**config.mk**
```make
export PLATFORM = sky130hd
export DESIGN_NAME = slave_rr_sched
export DESIGN_NICKNAME = d
export VERILOG_FILES = /design/src/rtl/slave_sched_pkg.sv /design/src/rtl/rr_pick.sv /design/src/rtl/slave_rr_sched.sv
export SDC_FILE = /design/constraint.sdc
export NUM_CORES = 1
export LEC_CHECK = 0
export ABC_CLOCK_PERIOD_IN_PS = 9100
export CORE_AREA = 2 2 154 156
export CTS_CLUSTER_SIZE = 16
export DETAILED_ROUTE_END_ITERATION = 10
export DIE_AREA = 0 0 156 158
export GPL_TIMING_DRIVEN = 0
export SYNTH_ARGS = -nofsm -noshare
export SYNTH_HDL_FRONTEND = slang
export SYNTH_HIERARCHICAL = 1
export SYNTH_SLANG_ARGS = --single-unit
```
**constraint.sdc**
```tcl
create_clock -name clk -period 9.1 [get_ports clk]
set_clock_uncertainty 0.2 [all_clocks]
set_input_delay 0.91 -clock clk [delete_from_list [all_inputs] [get_ports clk]]
set_output_delay 0.91 -clock clk [all_outputs]
set_load 0.01 [all_outputs]
```
**src/rtl/slave_sched_pkg.sv**
```systemverilog
// rtl/slave_sched_pkg.sv - shared types and constants for per-slave schedulers
package slave_sched_pkg;

  typedef enum logic [1:0] {IDLE, WAIT_ACK, WAIT_RESP} state_e;

  localparam logic CMD_READ  = 1'b0;
  localparam logic CMD_WRITE = 1'b1;

  localparam int TX_AW = 30;
  localparam int TX_DW = 32;

  typedef struct packed {
    logic             cmd;
    logic [TX_AW-1:0] addr;
    logic [TX_DW-1:0] wdata;
  } tx_t;

endpackage

```
**src/rtl/rr_pick.sv**
```systemverilog
// rtl/rr_pick.sv - combinational round-robin pick starting after the last winner
module rr_pick #(
  parameter int N  = 4,
  localparam int IW = $clog2(N)
) (
  input  logic [N-1:0]  req_i,
  input  logic [N-1:0]  mask_i,
  input  logic [IW-1:0] last_i,
  output logic          found_o,
  output logic [IW-1:0] index_o
);

  logic [N-1:0]  elig;
  logic [IW-1:0] cand;

  assign elig = req_i & ~mask_i;

  // N is a power of two, so the IW-bit add wraps modulo N; i==N revisits last_i itself
  always_comb begin
    found_o = 1'b0;
    index_o = '0;
    cand    = '0;
    for (int i = 1; i <= N; i++) begin
      cand = last_i + IW'(i);
      if (!found_o && elig[cand]) begin
        found_o = 1'b1;
        index_o = cand;
      end
    end
  end

endmodule

```
**src/rtl/slave_rr_sched.sv**
```systemverilog
// rtl/slave_rr_sched.sv - round-robin scheduler sharing one slave port among masters
module slave_rr_sched
  import slave_sched_pkg::*;
#(
  parameter int MASTERS = 4,
  parameter int AW      = TX_AW,
  parameter int DW      = TX_DW,
  parameter int TIMEOUT = 255,
  localparam int IW     = $clog2(MASTERS)
) (
  input  logic                        clk,
  input  logic                        rst,
  input  logic [MASTERS-1:0]          m_req,
  input  logic [MASTERS-1:0]          m_cmd,
  input  logic [MASTERS-1:0][AW-1:0]  m_addr,
  input  logic [MASTERS-1:0][DW-1:0]  m_wdata,
  output logic [MASTERS-1:0]          m_ack,
  output logic [MASTERS-1:0]          m_resp,
  output logic [MASTERS-1:0]          m_err,
  output logic [DW-1:0]               m_rdata,
  output logic                        s_req,
  output logic                        s_cmd,
  output logic [AW-1:0]               s_addr,
  output logic [DW-1:0]               s_wdata,
  input  logic                        s_ack,
  input  logic                        s_resp,
  input  logic [DW-1:0]               s_rdata,
  output logic                        busy,
  output logic [IW-1:0]               grant_id
);

  localparam int CW = (TIMEOUT > 0) ? $clog2(TIMEOUT + 1) : 1;

  state_e             state_q;
  logic [IW-1:0]      grant_q, last_q;
  logic [MASTERS-1:0] excl_q, m_ack_q, m_resp_q, m_err_q;
  logic [DW-1:0]      m_rdata_q, s_wdata_q;
  logic               s_req_q, s_cmd_q;
  logic [AW-1:0]      s_addr_q;
  logic [CW-1:0]      cnt_q;

  logic               pick_found;
  logic [IW-1:0]      pick_idx;
  logic [MASTERS-1:0] grant_oh;
  logic               expire;
  tx_t                sel_tx;

  rr_pick #(.N(MASTERS)) u_pick (
    .req_i   (m_req),
    .mask_i  (excl_q),
    .last_i  (last_q),
    .found_o (pick_found),
    .index_o (pick_idx)
  );

  always_comb begin
    sel_tx.cmd   = m_cmd[pick_idx];
    sel_tx.addr  = TX_AW'(m_addr[pick_idx]);
    sel_tx.wdata = TX_DW'(m_wdata[pick_idx]);
  end

  assign grant_oh = MASTERS'(1) << grant_q;
  // Expiry fires on the edge that would take the counter to TIMEOUT
  assign expire   = (TIMEOUT != 0) && (cnt_q == CW'(TIMEOUT - 1));

  always_ff @(posedge clk or posedge rst) begin
    if (rst) begin
      state_q   <= IDLE;
      grant_q   <= '0;
      last_q    <= IW'(MASTERS - 1);
      excl_q    <= '0;
      m_ack_q   <= '0;
      m_resp_q  <= '0;
      m_err_q   <= '0;
      m_rdata_q <= '0;
      s_req_q   <= 1'b0;
      s_cmd_q   <= 1'b0;
      s_addr_q  <= '0;
      s_wdata_q <= '0;
      cnt_q     <= '0;
    end else begin
      s_req_q   <= 1'b0;
      m_ack_q   <= '0;
      m_resp_q  <= '0;
      m_err_q   <= '0;
      m_rdata_q <= '0;
      excl_q    <= '0;
      unique case (state_q)
        IDLE: begin
          if (pick_found) begin
            grant_q  <= pick_idx;
            last_q   <= pick_idx;
            s_cmd_q  <= sel_tx.cmd;
            s_addr_q <= AW'(sel_tx.addr);
            if (sel_tx.cmd == CMD_WRITE) s_wdata_q <= DW'(sel_tx.wdata);
            s_req_q  <= 1'b1;
            cnt_q    <= '0;
            state_q  <= WAIT_ACK;
          end
        end
        WAIT_ACK: begin
          if (s_ack) begin
            m_ack_q <= grant_oh;
            if (s_cmd_q == CMD_WRITE) begin
              state_q <= IDLE;
              excl_q  <= grant_oh;
            end else if (s_resp) begin
              m_resp_q  <= grant_oh;
              m_rdata_q <= s_rdata;
              state_q   <= IDLE;
              excl_q    <= grant_oh;
            end else begin
              cnt_q   <= '0;
              state_q <= WAIT_RESP;
            end
          end else if (expire) begin
            m_ack_q <= grant_oh;
            m_err_q <= grant_oh;
            if (s_cmd_q == CMD_READ) m_resp_q <= grant_oh;
            state_q <= IDLE;
            excl_q  <= grant_oh;
          end else begin
            cnt_q <= cnt_q + CW'(1);
          end
        end
        WAIT_RESP: begin
          if (s_resp) begin
            m_resp_q  <= grant_oh;
            m_rdata_q <= s_rdata;
            state_q   <= IDLE;
            excl_q    <= grant_oh;
          end else if (expire) begin
            m_resp_q <= grant_oh;
            m_err_q  <= grant_oh;
            state_q  <= IDLE;
            excl_q   <= grant_oh;
          end else begin
            cnt_q <= cnt_q + CW'(1);
          end
        end
        default: state_q <= IDLE;
      endcase
    end
  end

  assign m_ack    = m_ack_q;
  assign m_resp   = m_resp_q;
  assign m_err    = m_err_q;
  assign m_rdata  = m_rdata_q;
  assign s_req    = s_req_q;
  assign s_cmd    = s_cmd_q;
  assign s_addr   = s_addr_q;
  assign s_wdata  = s_wdata_q;
  assign busy     = (state_q != IDLE);
  assign grant_id = grant_q;

endmodule

```
# After elaboration in Yosys (flattened, before gate mapping)
# Index checks and enable logic that the tools add are counted.
# totals
regBits	126
in_bits	292
# op_classes
shifts	1
add_sub_neg	4
n_mux	58
order_cmp	5
reduce_logical	12
bitwise	2
n_eq_ne	7
# ops
operator	n
$mux W32	4
$bmux W32 S2	1
$pmux W32 S2	1
$bmux W30 S2	1
$mux W4	13
$mux W8	6
$mux W30	1
$pmux W4 S2	3
$pmux W8 S3	1
$mux W2	10
$lt A2 B3 Y1 const B	5
$mux W1	11
$bmux W1 S2	5
$add A8 B1 Y8 const B	1
$eq A8 B8 Y1 const B	1
$ne A3 B3 Y1 const B	2
$pmux W2 S3	1
$reduce_and A5 Y1	1
$add A2 B2 Y2 const B	2
$and A4 B4 Y4	1
$ne A2 B2 Y1 const B	2
$not A4 Y4	1
$shl A1 B2 Y4 const A	1
$logic_and A1 B1 Y1	3
9 further kinds	11

# Depth between registers and ports, before layout
# Gate-level depths: netlist of the first run.
# depth
ltp_word	17
ltp_mapped	8
depth_no_buf	7

# Hierarchy
# Netlist of the first run, hierarchy kept.
# modules_own_cells
mod	seq_area_each_um2	area_each_um2	cells_per_inst	instances
slave_rr_sched	3155.5	6416.2	418	1
rr_pick	0.0	126.4	17	1

# Worst setup path before layout of the first run
# OpenSTA, ideal clock, no wires.
# synth_timing
path_type	input port to flip-flop
start	input m_req[1]
end	register s_wdata_q[10] (netlist: s_wdata[10])
path_slack_ps	6045
arrival_time_ps	2730
setup_ps	125
t_required_ps	8775
cell_stages	8
path_cell_list	or3b_1 a21oi_1 a221o_2 buf_6 mux4_2 nand2_4 buf_12 mux2_4
# synth_between
elab_chain_cells	16
# synth_rtl
item	line	text
start: declaration	slave_rr_sched.sv:13	input logic [MASTERS-1:0] m_req,
$and A4 B4 Y4 *	rr_pick.sv:16	assign elig = req_i & ~mask_i;
$bmux W1 S2	rr_pick.sv:25	if (!found_o && elig[cand]) begin
$mux W1 (implied by the code)	rr_pick.sv:25	
$mux W1	rr_pick.sv:25	
$logic_not A1 Y1	rr_pick.sv:25	
$logic_and A1 B1 Y1	rr_pick.sv:25	
$mux W1	rr_pick.sv:25	
$logic_not A1 Y1	rr_pick.sv:25	
$logic_and A1 B1 Y1	rr_pick.sv:25	
$mux W1	rr_pick.sv:25	
$logic_not A1 Y1	rr_pick.sv:25	
$logic_and A1 B1 Y1	rr_pick.sv:25	
$mux W2 *	rr_pick.sv:25	
net pick_idx[0]	slave_rr_sched.sv:43	logic [IW-1:0] pick_idx;
$bmux W1 S2	slave_rr_sched.sv:57	sel_tx.cmd = m_cmd[pick_idx];
$mux W1 (implied by the code)	slave_rr_sched.sv:57	
$reduce_and A3 Y1 (no line)	-	
end signal: assignment	slave_rr_sched.sv:95	if (sel_tx.cmd == CMD_WRITE) s_wdata_q <= DW'(sel_tx.wdata);
end: declaration	slave_rr_sched.sv:37	logic [DW-1:0] m_rdata_q, s_wdata_q;
# Mark *: on every way through the listed nets, which the timed path passes. The rest lies on a longest branch. The select of a mux whose other input is x is not followed.
# A chain may end at the register's enable or synchronous reset.

# Final worst setup path of the first run
# layout_timing
start	input m_req[3]
end	register s_addr_q[5] (netlist: s_addr[5])
# layout_between
elab_chain_cells	15
# layout_rtl
item	line	text
$and A4 B4 Y4 *	rr_pick.sv:16	
$bmux W1 S2	rr_pick.sv:25	
$mux W1 (implied by the code)	rr_pick.sv:25	
$mux W1	rr_pick.sv:25	
$logic_not A1 Y1	rr_pick.sv:25	
$logic_and A1 B1 Y1	rr_pick.sv:25	
$mux W1	rr_pick.sv:25	
$logic_not A1 Y1	rr_pick.sv:25	
$logic_and A1 B1 Y1	rr_pick.sv:25	
$mux W1	rr_pick.sv:25	
$logic_not A1 Y1	rr_pick.sv:25	
$logic_and A1 B1 Y1	rr_pick.sv:25	
$mux W2 *	rr_pick.sv:25	
net pick_idx[1]	slave_rr_sched.sv:43	
$bmux W30 S2 *	slave_rr_sched.sv:58	sel_tx.addr = TX_AW'(m_addr[pick_idx]);
$mux W30 (implied by the code) *	slave_rr_sched.sv:58	
end signal: assignment	slave_rr_sched.sv:94	s_addr_q <= AW'(sel_tx.addr);
end: declaration	slave_rr_sched.sv:39	logic [AW-1:0] s_addr_q;
# Marked as above.

==> results of run 1 <==
[tightest hold or removal path: stages, from the launching register on]
cell and delay (ns):
sky130_fd_sc_hd__dfstp_2 0.38, sky130_fd_sc_hd__nand2_1 0.05, sky130_fd_sc_hd__nand2_1 0.05
[per-stage QoR]
| stage | instances | area, um2 |
|---|---|---|
| 2_1_floorplan | 435 | 6543 |
| 3_3_place_gp | 1126 | 10920 |
| 3_5_place_dp | 1127 | 10950 |
| 4_1_cts | 1159 | 11530 |
| 5_1_grt | 1159 | 11530 |
| 6_report | 1159 | 11530 |
[routing by layer]
layer  vias up  routed length [um]
met5         -                   0
met4         0                 377
met3        26                1647
met2       240               11780
met1      2671                9217
li1       2499                   -
[worst max-delay path by stage]
stage	from	endpoint	cells after the start
2_1_floorplan	rst	cnt_q[0]$_DFFE_PP0P_	1
3_3_place_gp	rst	cnt_q[4]$_DFFE_PP0P_	2
3_5_place_dp	m_req[3]	s_addr[5]$_DFFE_PP0P_	8
4_1_cts	m_req[3]	s_addr[5]$_DFFE_PP0P_	8
5_1_grt	m_req[3]	s_addr[5]$_DFFE_PP0P_	8
6_report	m_req[3]	s_addr[5]$_DFFE_PP0P_	8
[flip-flops by register name, summed over array words and instances, names as in the netlist]
name,count
s_wdata,32
s_addr,30
m_err,4
cnt_q,8
grant_id,2
excl_q,4
state_q,2
m_resp,4
last_q,2
m_ack,4
s_cmd,1
m_rdata,32
s_req,1
[power breakdown]
group / leakage, nW / switching [mW] / internal [mW]
registers: 1.60 / 0.104 / 0.753
clock network: 0.284 / 0.287 / 0.385
logic: 2.85 / 0.691 / 1.02
[kinds of logic (layout without fill, tap and decap cells)]
logic type / Yosys count / in the layout / synth area share, %
compound gates: 43 / 43 / 4.800
mux: 126 / 126 / 34.19
flops: 126 / 126 / 48.23
buf+inv: 36 / 470 / 3.155
simple gates: 98 / 98 / 8.472
fa+ha+maj: 6 / 6 / 1.147
[Yosys cell counts, drive strengths merged, types with 3 or more instances]
| cell type | count | area [um2] |
|---|---|---|
| a21oi | 12 | 60.06 |
| a22o | 3 | 27.53 |
| and2 | 33 | 206.5 |
| buf | 17 | 133.9 |
| clkbuf | 10 | 38.78 |
| dfrtp | 124 | 3103 |
| ha | 6 | 75.07 |
| inv | 9 | 33.78 |
| mux2 | 63 | 818.3 |
| mux4 | 63 | 1419 |
| nand2 | 20 | 85.08 |
| nand2b | 6 | 40.04 |
| nand3b | 3 | 22.52 |
| nor2 | 15 | 56.30 |
| nor2b | 4 | 25.02 |
| nor3 | 5 | 25.02 |
| o21ai | 5 | 25.02 |
| o22ai | 3 | 18.77 |
[layout make-up]
type	instances	area, um2
plain buffers	27	172.7
fillers	2066	11530
repair buffers	402	4041
multi-input cells	273	3181
inverters	9	38.79
well taps	290	362.8
clock buffers	17	425.4
clock inverters	15	148.9
flip-flops and latches	126	3156
[layout by cell type, fill, tap and decap left out, types with 2 or more instances in the layout]
cell type	instances
sky130_fd_sc_hd__inv_1	8
sky130_fd_sc_hd__nand2_1	18
sky130_fd_sc_hd__mux2_2	34
sky130_fd_sc_hd__nor2b_1	4
sky130_fd_sc_hd__a41oi_1	2
sky130_fd_sc_hd__dfstp_2	2
sky130_fd_sc_hd__clkinv_4	2
sky130_fd_sc_hd__inv_8	2
sky130_fd_sc_hd__a31oi_1	2
sky130_fd_sc_hd__nor2_1	15
sky130_fd_sc_hd__or2_2	2
sky130_fd_sc_hd__clkbuf_16	17
sky130_fd_sc_hd__buf_1	4
sky130_fd_sc_hd__mux2_4	29
sky130_fd_sc_hd__o21bai_1	2
sky130_fd_sc_hd__o22ai_1	3
sky130_fd_sc_hd__buf_2	8
sky130_fd_sc_hd__nor3_1	5
sky130_fd_sc_hd__a41o_1	2
sky130_fd_sc_hd__mux4_2	63
sky130_fd_sc_hd__o31ai_1	2
sky130_fd_sc_hd__clkinv_2	2
sky130_fd_sc_hd__and2_1	33
sky130_fd_sc_hd__a21oi_1	12
sky130_fd_sc_hd__dfrtp_1	124
sky130_fd_sc_hd__inv_6	8
sky130_fd_sc_hd__buf_12	3
sky130_fd_sc_hd__nand2b_1	5
sky130_fd_sc_hd__o21ai_0	4
sky130_fd_sc_hd__clkbuf_1	9
sky130_fd_sc_hd__nand3b_1	3
sky130_fd_sc_hd__nor3b_1	2
sky130_fd_sc_hd__ha_1	6
sky130_fd_sc_hd__a22o_1	2
sky130_fd_sc_hd__clkdlybuf4s50_1	401
==> impl_summary.txt, run 1 <==
----------------------------------------------------
[Routing]
  Detailed-route via count ... 5436
  Routed WL per cell ... 19.87 um
  Routed Wire Length ... 23.03 mm
  Via density per instance ... 4.690
  Detailed router's first-iteration violation count ... 211
  DRC Markers ... 0
  First-pass iteration count of the detailed router ... 7
  Residual antenna-violating net count after detailed routing ... 0

[GRT]
  Met1 usage ... 22.65%
  GRT Util Overall ... 18.44%
  GR peak layer ... met2
  Met2 global-route usage ... 31.63%
  Grt met3 use ... 5.311%
  Sum of overflow across all layers after global routing ... 0
  First-pass GRT wire length ... 33.71 mm
  Pin count of the biggest net entering global routing ... 70
  Initial antenna violation count ... 0
  Number of global-route vias before repair ... 5677

[CTS]
  Max Root-Sink Buffers ... 2
  Total clock sinks ... 126
  Clock transition at the registers of the reported paths ... 0.06 ns
  CTS tree ... built
  Root cell of the clock tree ... sky130_fd_sc_hd__clkbuf_16
  Count of H-tree levels built during CTS ... 4
  Hold-fix buffers, CTS ... 0
  Post-CTS Setup Bufs ... 0
  Number of buffers added by the clock tree synthesis step ... 17
  Post-cts sizing count ... 0
  Insertion delay to the later sink of the worst-skew pair ... 0.42 ns

[Cells and area]
  # diodes ... 0
  Ratio of cells with drive above 1 in the final layout ... 21.52%
  Number of nets in the final layout ... 1154
  Area Overhead vs Synth ... 76.17%
  Final core utilization ... 50.00%

[Logic synthesis]
  Unique cell type count in the Yosys netlist ... 55
  Synth Cell Area ... 6543 um2
  Number of flops mapped to enable cells by yosys ... 0
  FF+latch count, synth ... 126
  Async set-reset flop share out of synthesis ... 100.0%
  Dominant register cell in the synthesized netlist ... sky130_fd_sc_hd__dfrtp_1
  Mapped Nets ... 733
  Post-synthesis area per instance ... 15.04 um2
  Mapped Cells ... 435
  Yosys Warn Count ... 6
  Proportion of synthesized chip area in sequential cells ... 48.23%

[Setup path]
  Maximum fanout count along the critical path ... 10
  Largest delay contributor family on the critical path ... buffers and inverters
  Worst setup SP type ... primary input
  Worst path max stage delay ... 0.64 ns
  Data arrival at the endpoint of the critical path ... 3.73 ns
  R2r endpoint ... s_addr[5]$_DFFE_PP0P_
  Cell Chain, Critical Path ... clkdlybuf4s50_1, nand2b_2, a22o_2, a311oi_1, clkbuf_2, buf_1, mux4_2, mux2_2
  R2r setup slk ... 5.93 ns
  Slowest stage cell on the critical path ... sky130_fd_sc_hd__buf_1
  Reg-to-Reg Start ... last_q[1]$_DFFE_PP1P_
  Depth of the worst register-to-register path ... 7
  Bufs and invs on worst path ... 3
  Category of the worst setup path capture point ... flop
  Worst setup path class ... primary input to flop
  CP required ... 9.21 ns

[Die]
  Core box area ... 23050 um2
  Initial Util ... 28.38%
  IO Pins ... 403
  Vertical die dimension ... 158 um
  Row count ... 56
  Die area ... 24650 um2
  Horizontal die dimension ... 156 um

[Power and ir drop]
  Power Total ... 3.237 mW
  Worst IR Drop VDD ... 0.00008805 V
  Pwr Density ... 280.8 nW/um2
  Leakage power ... 4.731 nW

[Run status]
  Run status ... completed

[STA]
  Achievable frequency ... 276.6 MHz
  Number of failing hold endpoints at the final stage ... 0
  RSZ-0062 raised after global routing ... false
  Number of pins with negative max-slew slack in the final report ... 0
  Final clock period utilization by the worst path ... 39.74%
  Final Setup Violations ... 0
  Max-slew headroom ... 47.53%
  Slack of the critical path ... 5.484 ns
  Shortest clock period the worst path allows after layout ... 3.616 ns
  Slew at the pin with the worst max-slew slack ... 0.7871 ns
  Summed negative setup slack over all endpoints ... 0 ns
  Worst hold slack after final layout ... 0.2797 ns

[Worst hold path]
  Path class of the lowest-slack min-delay path ... flop to flop
  Cell depth of the worst min-delay path ... 2
  Worst hold path startpoint ... last_q[0]$_DFFE_PP1P_
  Destination of the worst hold path ... last_q[0]$_DFFE_PP1P_

[Placement]
  HPWL Detailed ... 18.47 mm
  Placement-stage worst setup slack ... 4.991 ns
  Input/output buffers ... 401
  Global placement routability congestion ... 0.7554

[Flow run]
  Max cap viols ... 0

----------------------------------------------------
Note: power is estimated with default switching activity, not from simulation.
==> run 2, diff against run 1 <==
--- a/config.mk
+++ b/config.mk
@@ -5,11 +5,11 @@
 export SDC_FILE = /design/constraint.sdc
 export NUM_CORES = 1
 export LEC_CHECK = 0
-export ABC_CLOCK_PERIOD_IN_PS = 9100
-export CORE_AREA = 2 2 154 156
+export ABC_CLOCK_PERIOD_IN_PS = 3700
+export CORE_AREA = 2 2 156 158
 export CTS_CLUSTER_SIZE = 16
 export DETAILED_ROUTE_END_ITERATION = 10
-export DIE_AREA = 0 0 156 158
+export DIE_AREA = 0 0 158 160
 export GPL_TIMING_DRIVEN = 0
 export SYNTH_ARGS = -nofsm -noshare
 export SYNTH_HDL_FRONTEND = slang
==> constraint.sdc (replaced) <==
create_clock -name clk -period 3.7 [get_ports clk]
set_clock_uncertainty 0.2 [all_clocks]
set_input_delay 0.37 -clock clk [delete_from_list [all_inputs] [get_ports clk]]
set_output_delay 0.37 -clock clk [all_outputs]
set_load 0.01 [all_outputs]
==> impl_summary.txt, run 2 (same netlist as run 1, synthesis figures left out) <==
----------------------------------------------------
[STA]
  Slew at the pin with the worst max-slew slack ... 0.9010 ns (was 0.7871 ns)
  Summed negative setup slack over all endpoints ... 0 ns (unchanged)
  Number of failing hold endpoints at the final stage ... 0 (unchanged)
  Slack of the critical path ... 0.6443 ns (was 5.484 ns)
  Final Setup Violations ... 0 (unchanged)
  Worst hold slack after final layout ... 0.1362 ns (was 0.2797 ns)
  Number of pins with negative max-slew slack in the final report ... 0 (unchanged)
  Shortest clock period the worst path allows after layout ... 3.056 ns
  Final clock period utilization by the worst path ... 82.59%
  Achievable frequency ... 327.3 MHz
  RSZ-0062 raised after global routing ... false (unchanged)
  Max-slew headroom ... 39.80% (was 47.53%)

[Setup path]
  Category of the worst setup path capture point ... flop (unchanged)
  CP required ... 3.80 ns (was 9.21 ns)
  Data arrival at the endpoint of the critical path ... 3.15 ns (was 3.73 ns)
  CP startpoint ... last_q[1]$_DFFE_PP1P_ (was m_req[3])
  R2r setup slk ... 0.64 ns (was 5.93 ns)
  Worst path max stage delay ... 0.58 ns (was 0.64 ns)
  Depth of the worst register-to-register path ... 7 (unchanged)
  Worst setup path class ... flop to flop (was primary input to flop)
  Worst setup SP type ... flop (was primary input)
  Slowest stage cell on the critical path ... sky130_fd_sc_hd__dfstp_2 (was sky130_fd_sc_hd__buf_1)
  Reg-to-Reg Start ... last_q[1]$_DFFE_PP1P_ (unchanged)
  R2r endpoint ... s_wdata[10]$_DFFE_PP0P_ (was s_addr[5]$_DFFE_PP0P_)
  Maximum fanout count along the critical path ... 10 (unchanged)
  Cell Chain, Critical Path ... nand3b_1, a22o_2, a311oi_1, clkbuf_2, clkbuf_1, mux4_2, mux2_4 (was clkdlybuf4s50_1, nand2b_2, a22o_2, a311oi_1, clkbuf_2, buf_1, mux4_2, mux2_2)

[Cells and area]
  Number of nets in the final layout ... 1156 (was 1154)
  Fillers ... 2220 (was 2066)
  Ratio of cells with drive above 1 in the final layout ... 21.70% (was 21.52%)
  Area Overhead vs Synth ... 77.72% (was 76.17%)
  Commonest cells after routing, fill and taps aside ... sky130_fd_sc_hd__clkdlybuf4s50_1 (401), sky130_fd_sc_hd__dfrtp_1 (124), sky130_fd_sc_hd__mux4_2 (63), sky130_fd_sc_hd__mux2_2 (34), sky130_fd_sc_hd__and2_1 (33) (unchanged)
  Commonest non-fill, non-tap cell in the layout ... sky130_fd_sc_hd__clkdlybuf4s50_1 (unchanged)
  # diodes ... 0 (unchanged)
  Post-layout instance area ... 11630 um2 (was 11530 um2)
  Multi-input gate area ... 3181 um2 (unchanged)
  Area occupied by registers ... 3156 um2 (unchanged)

[Die]
  Core box area ... 23820 um2 (was 23050 um2)
  Die area ... 25280 um2 (was 24650 um2)
  Initial Util ... 27.47% (was 28.38%)
  Row count ... 57 (was 56)
  Vertical die dimension ... 160 um (was 158 um)
  Horizontal die dimension ... 158 um (was 156 um)
  IO Pins ... 403 (unchanged)

[Worst hold path]
  Worst hold path startpoint ... s_ack (was last_q[0]$_DFFE_PP1P_)
  Cell depth of the worst min-delay path ... 3 (was 2)
  Destination of the worst hold path ... state_q[1]$_DFFE_PP0P_ (was last_q[0]$_DFFE_PP1P_)
  Path class of the lowest-slack min-delay path ... primary input to flop (was flop to flop)

[GRT]
  Pin count of the biggest net entering global routing ... 39 (was 70)
  Sum of overflow across all layers after global routing ... 0 (unchanged)
  Number of global-route vias before repair ... 5629 (was 5677)
  First-pass GRT wire length ... 33.02 mm (was 33.71 mm)
  GRT Util Overall ... 17.46% (was 18.44%)
  Initial antenna violation count ... 0 (unchanged)

[Power and ir drop]
  Cell internal pwr ... 5.373 mW (was 2.155 mW)
  Sequential cell fraction of total power ... 26.3% (was 26.5%)
  Pwr Density ... 687.3 nW/um2 (was 280.8 nW/um2)
  Power dissipated by switching net loads ... 2.619 mW (was 1.081 mW)
  Power Total ... 7.992 mW (was 3.237 mW)
  Clk pwr share ... 21.3% (was 20.8%)
  Combinational group share of total power ... 52.4% (was 52.8%)
  Switching share of total power ... 32.77% (was 33.41%)
  Worst IR Drop VDD ... 0.0003320 V (was 0.00008805 V)
  Leakage power ... 4.748 nW (was 4.731 nW)

[Routing]
  First-pass iteration count of the detailed router ... 4 (was 7)
  Routed WL per cell ... 18.75 um (was 19.87 um)
  Residual antenna-violating net count after detailed routing ... 0 (unchanged)
  Detailed router's first-iteration violation count ... 219 (was 211)
  Routed Wire Length ... 22.41 mm (was 23.03 mm)
  Via density per instance ... 4.490 (was 4.690)
  Detailed-route via count ... 5365 (was 5436)
  DRC Markers ... 0 (unchanged)

[CTS]
  Post-cts sizing count ... 0 (unchanged)
  Clock transition at the registers of the reported paths ... 0.06 ns (about the same)
  CTS tree ... built (unchanged)
  Post-CTS Setup Bufs ... 0 (unchanged)
  Number of buffers added by the clock tree synthesis step ... 17 (unchanged)
  Insertion delay to the later sink of the worst-skew pair ... 0.41 ns (was 0.42 ns)
  Root cell of the clock tree ... sky130_fd_sc_hd__clkbuf_16 (unchanged)
  Max Root-Sink Buffers ... 2 (unchanged)
  Count of H-tree levels built during CTS ... 4 (unchanged)
  Total clock sinks ... 126 (unchanged)
  Hold-fix buffers, CTS ... 0 (unchanged)

[Flow run]
  Max cap viols ... 0 (unchanged)

[Run status]
  Run status ... completed (unchanged)

[Placement]
  Global placement routability congestion ... 0.7897 (was 0.7554)
  Total placed instance area ... 11030 um2 (was 10950 um2)
  HPWL Detailed ... 18.05 mm (was 18.47 mm)
  Placement-stage worst setup slack ... 0.2964 ns (was 4.991 ns)
  Input/output buffers ... 401 (unchanged)

----------------------------------------------------
[run 2: worst max-delay path by stage]
stage | end | slack, ns | cells after the start
after floorplan | s_wdata[10]$_DFFE_PP0P_ | 1.11 | 8
after global placement | s_wdata[13]$_DFFE_PP0P_ | 0.27 | 2
after detailed placement | s_addr[2]$_DFFE_PP0P_ | 0.30 | 8
after CTS | s_wdata[10]$_DFFE_PP0P_ | 0.62 | 7
after global routing | s_wdata[11]$_DFFE_PP0P_ | 0.41 | 7
final | s_wdata[10]$_DFFE_PP0P_ | 0.64 | 7
[run 2: worst max-delay path, delay by kind of cell (launching register included)]
family | cells | cell delay (ns)
AOI/OAI and AO/OA | 2 | 0.41
buffers and inverters | 2 | 0.90
DFF | 1 | 0.58
muxes | 2 | 0.72
and+or+nand+nor | 1 | 0.12
[run 2: per-layer routing]
metal | vias up | part of all wire [%] | track usage, %
li1 | 2495 | - | -
met1 | 2607 | 39 | 20.82
met2 | 238 | 51 | 30.10
met3 | 25 | 9.2 | 5.590
met4 | 0 | 1.7 | 4.914
met5 | - | 0 | 0
[run 2: power by group through the flow]
stage	Clock [mW]	Combinational, mW	Sequential, mW
final	1.70	4.19	2.10
after global routing	1.82	4.50	2.17
after CTS	1.75	4.28	2.11
after detailed placement	0	4.25	2.13
after global placement	0	4.25	2.11
after floorplan	0	2.29	2.30
[run 2: final cells by class]
| class | instances | share of cell area (%) |
|---|---|---|
| inverters | 9 | 0.3228 |
| flip-flops and latches | 126 | 27.14 |
| repair buffers | 404 | 35.04 |
| plain buffers | 27 | 1.485 |
| well taps | 324 | 3.486 |
| multi-input cells | 273 | 27.35 |
| clock inverters | 15 | 1.517 |
| clock buffers | 17 | 3.659 |
[run 2: metrics by stage]
stage | util, % | instances
after floorplan | - | 435
after global placement | 46.03 | 1160
after detailed placement | 46.29 | 1163
after CTS | 48.81 | 1195
after global routing | 48.81 | 1195
final | 48.81 | 1195
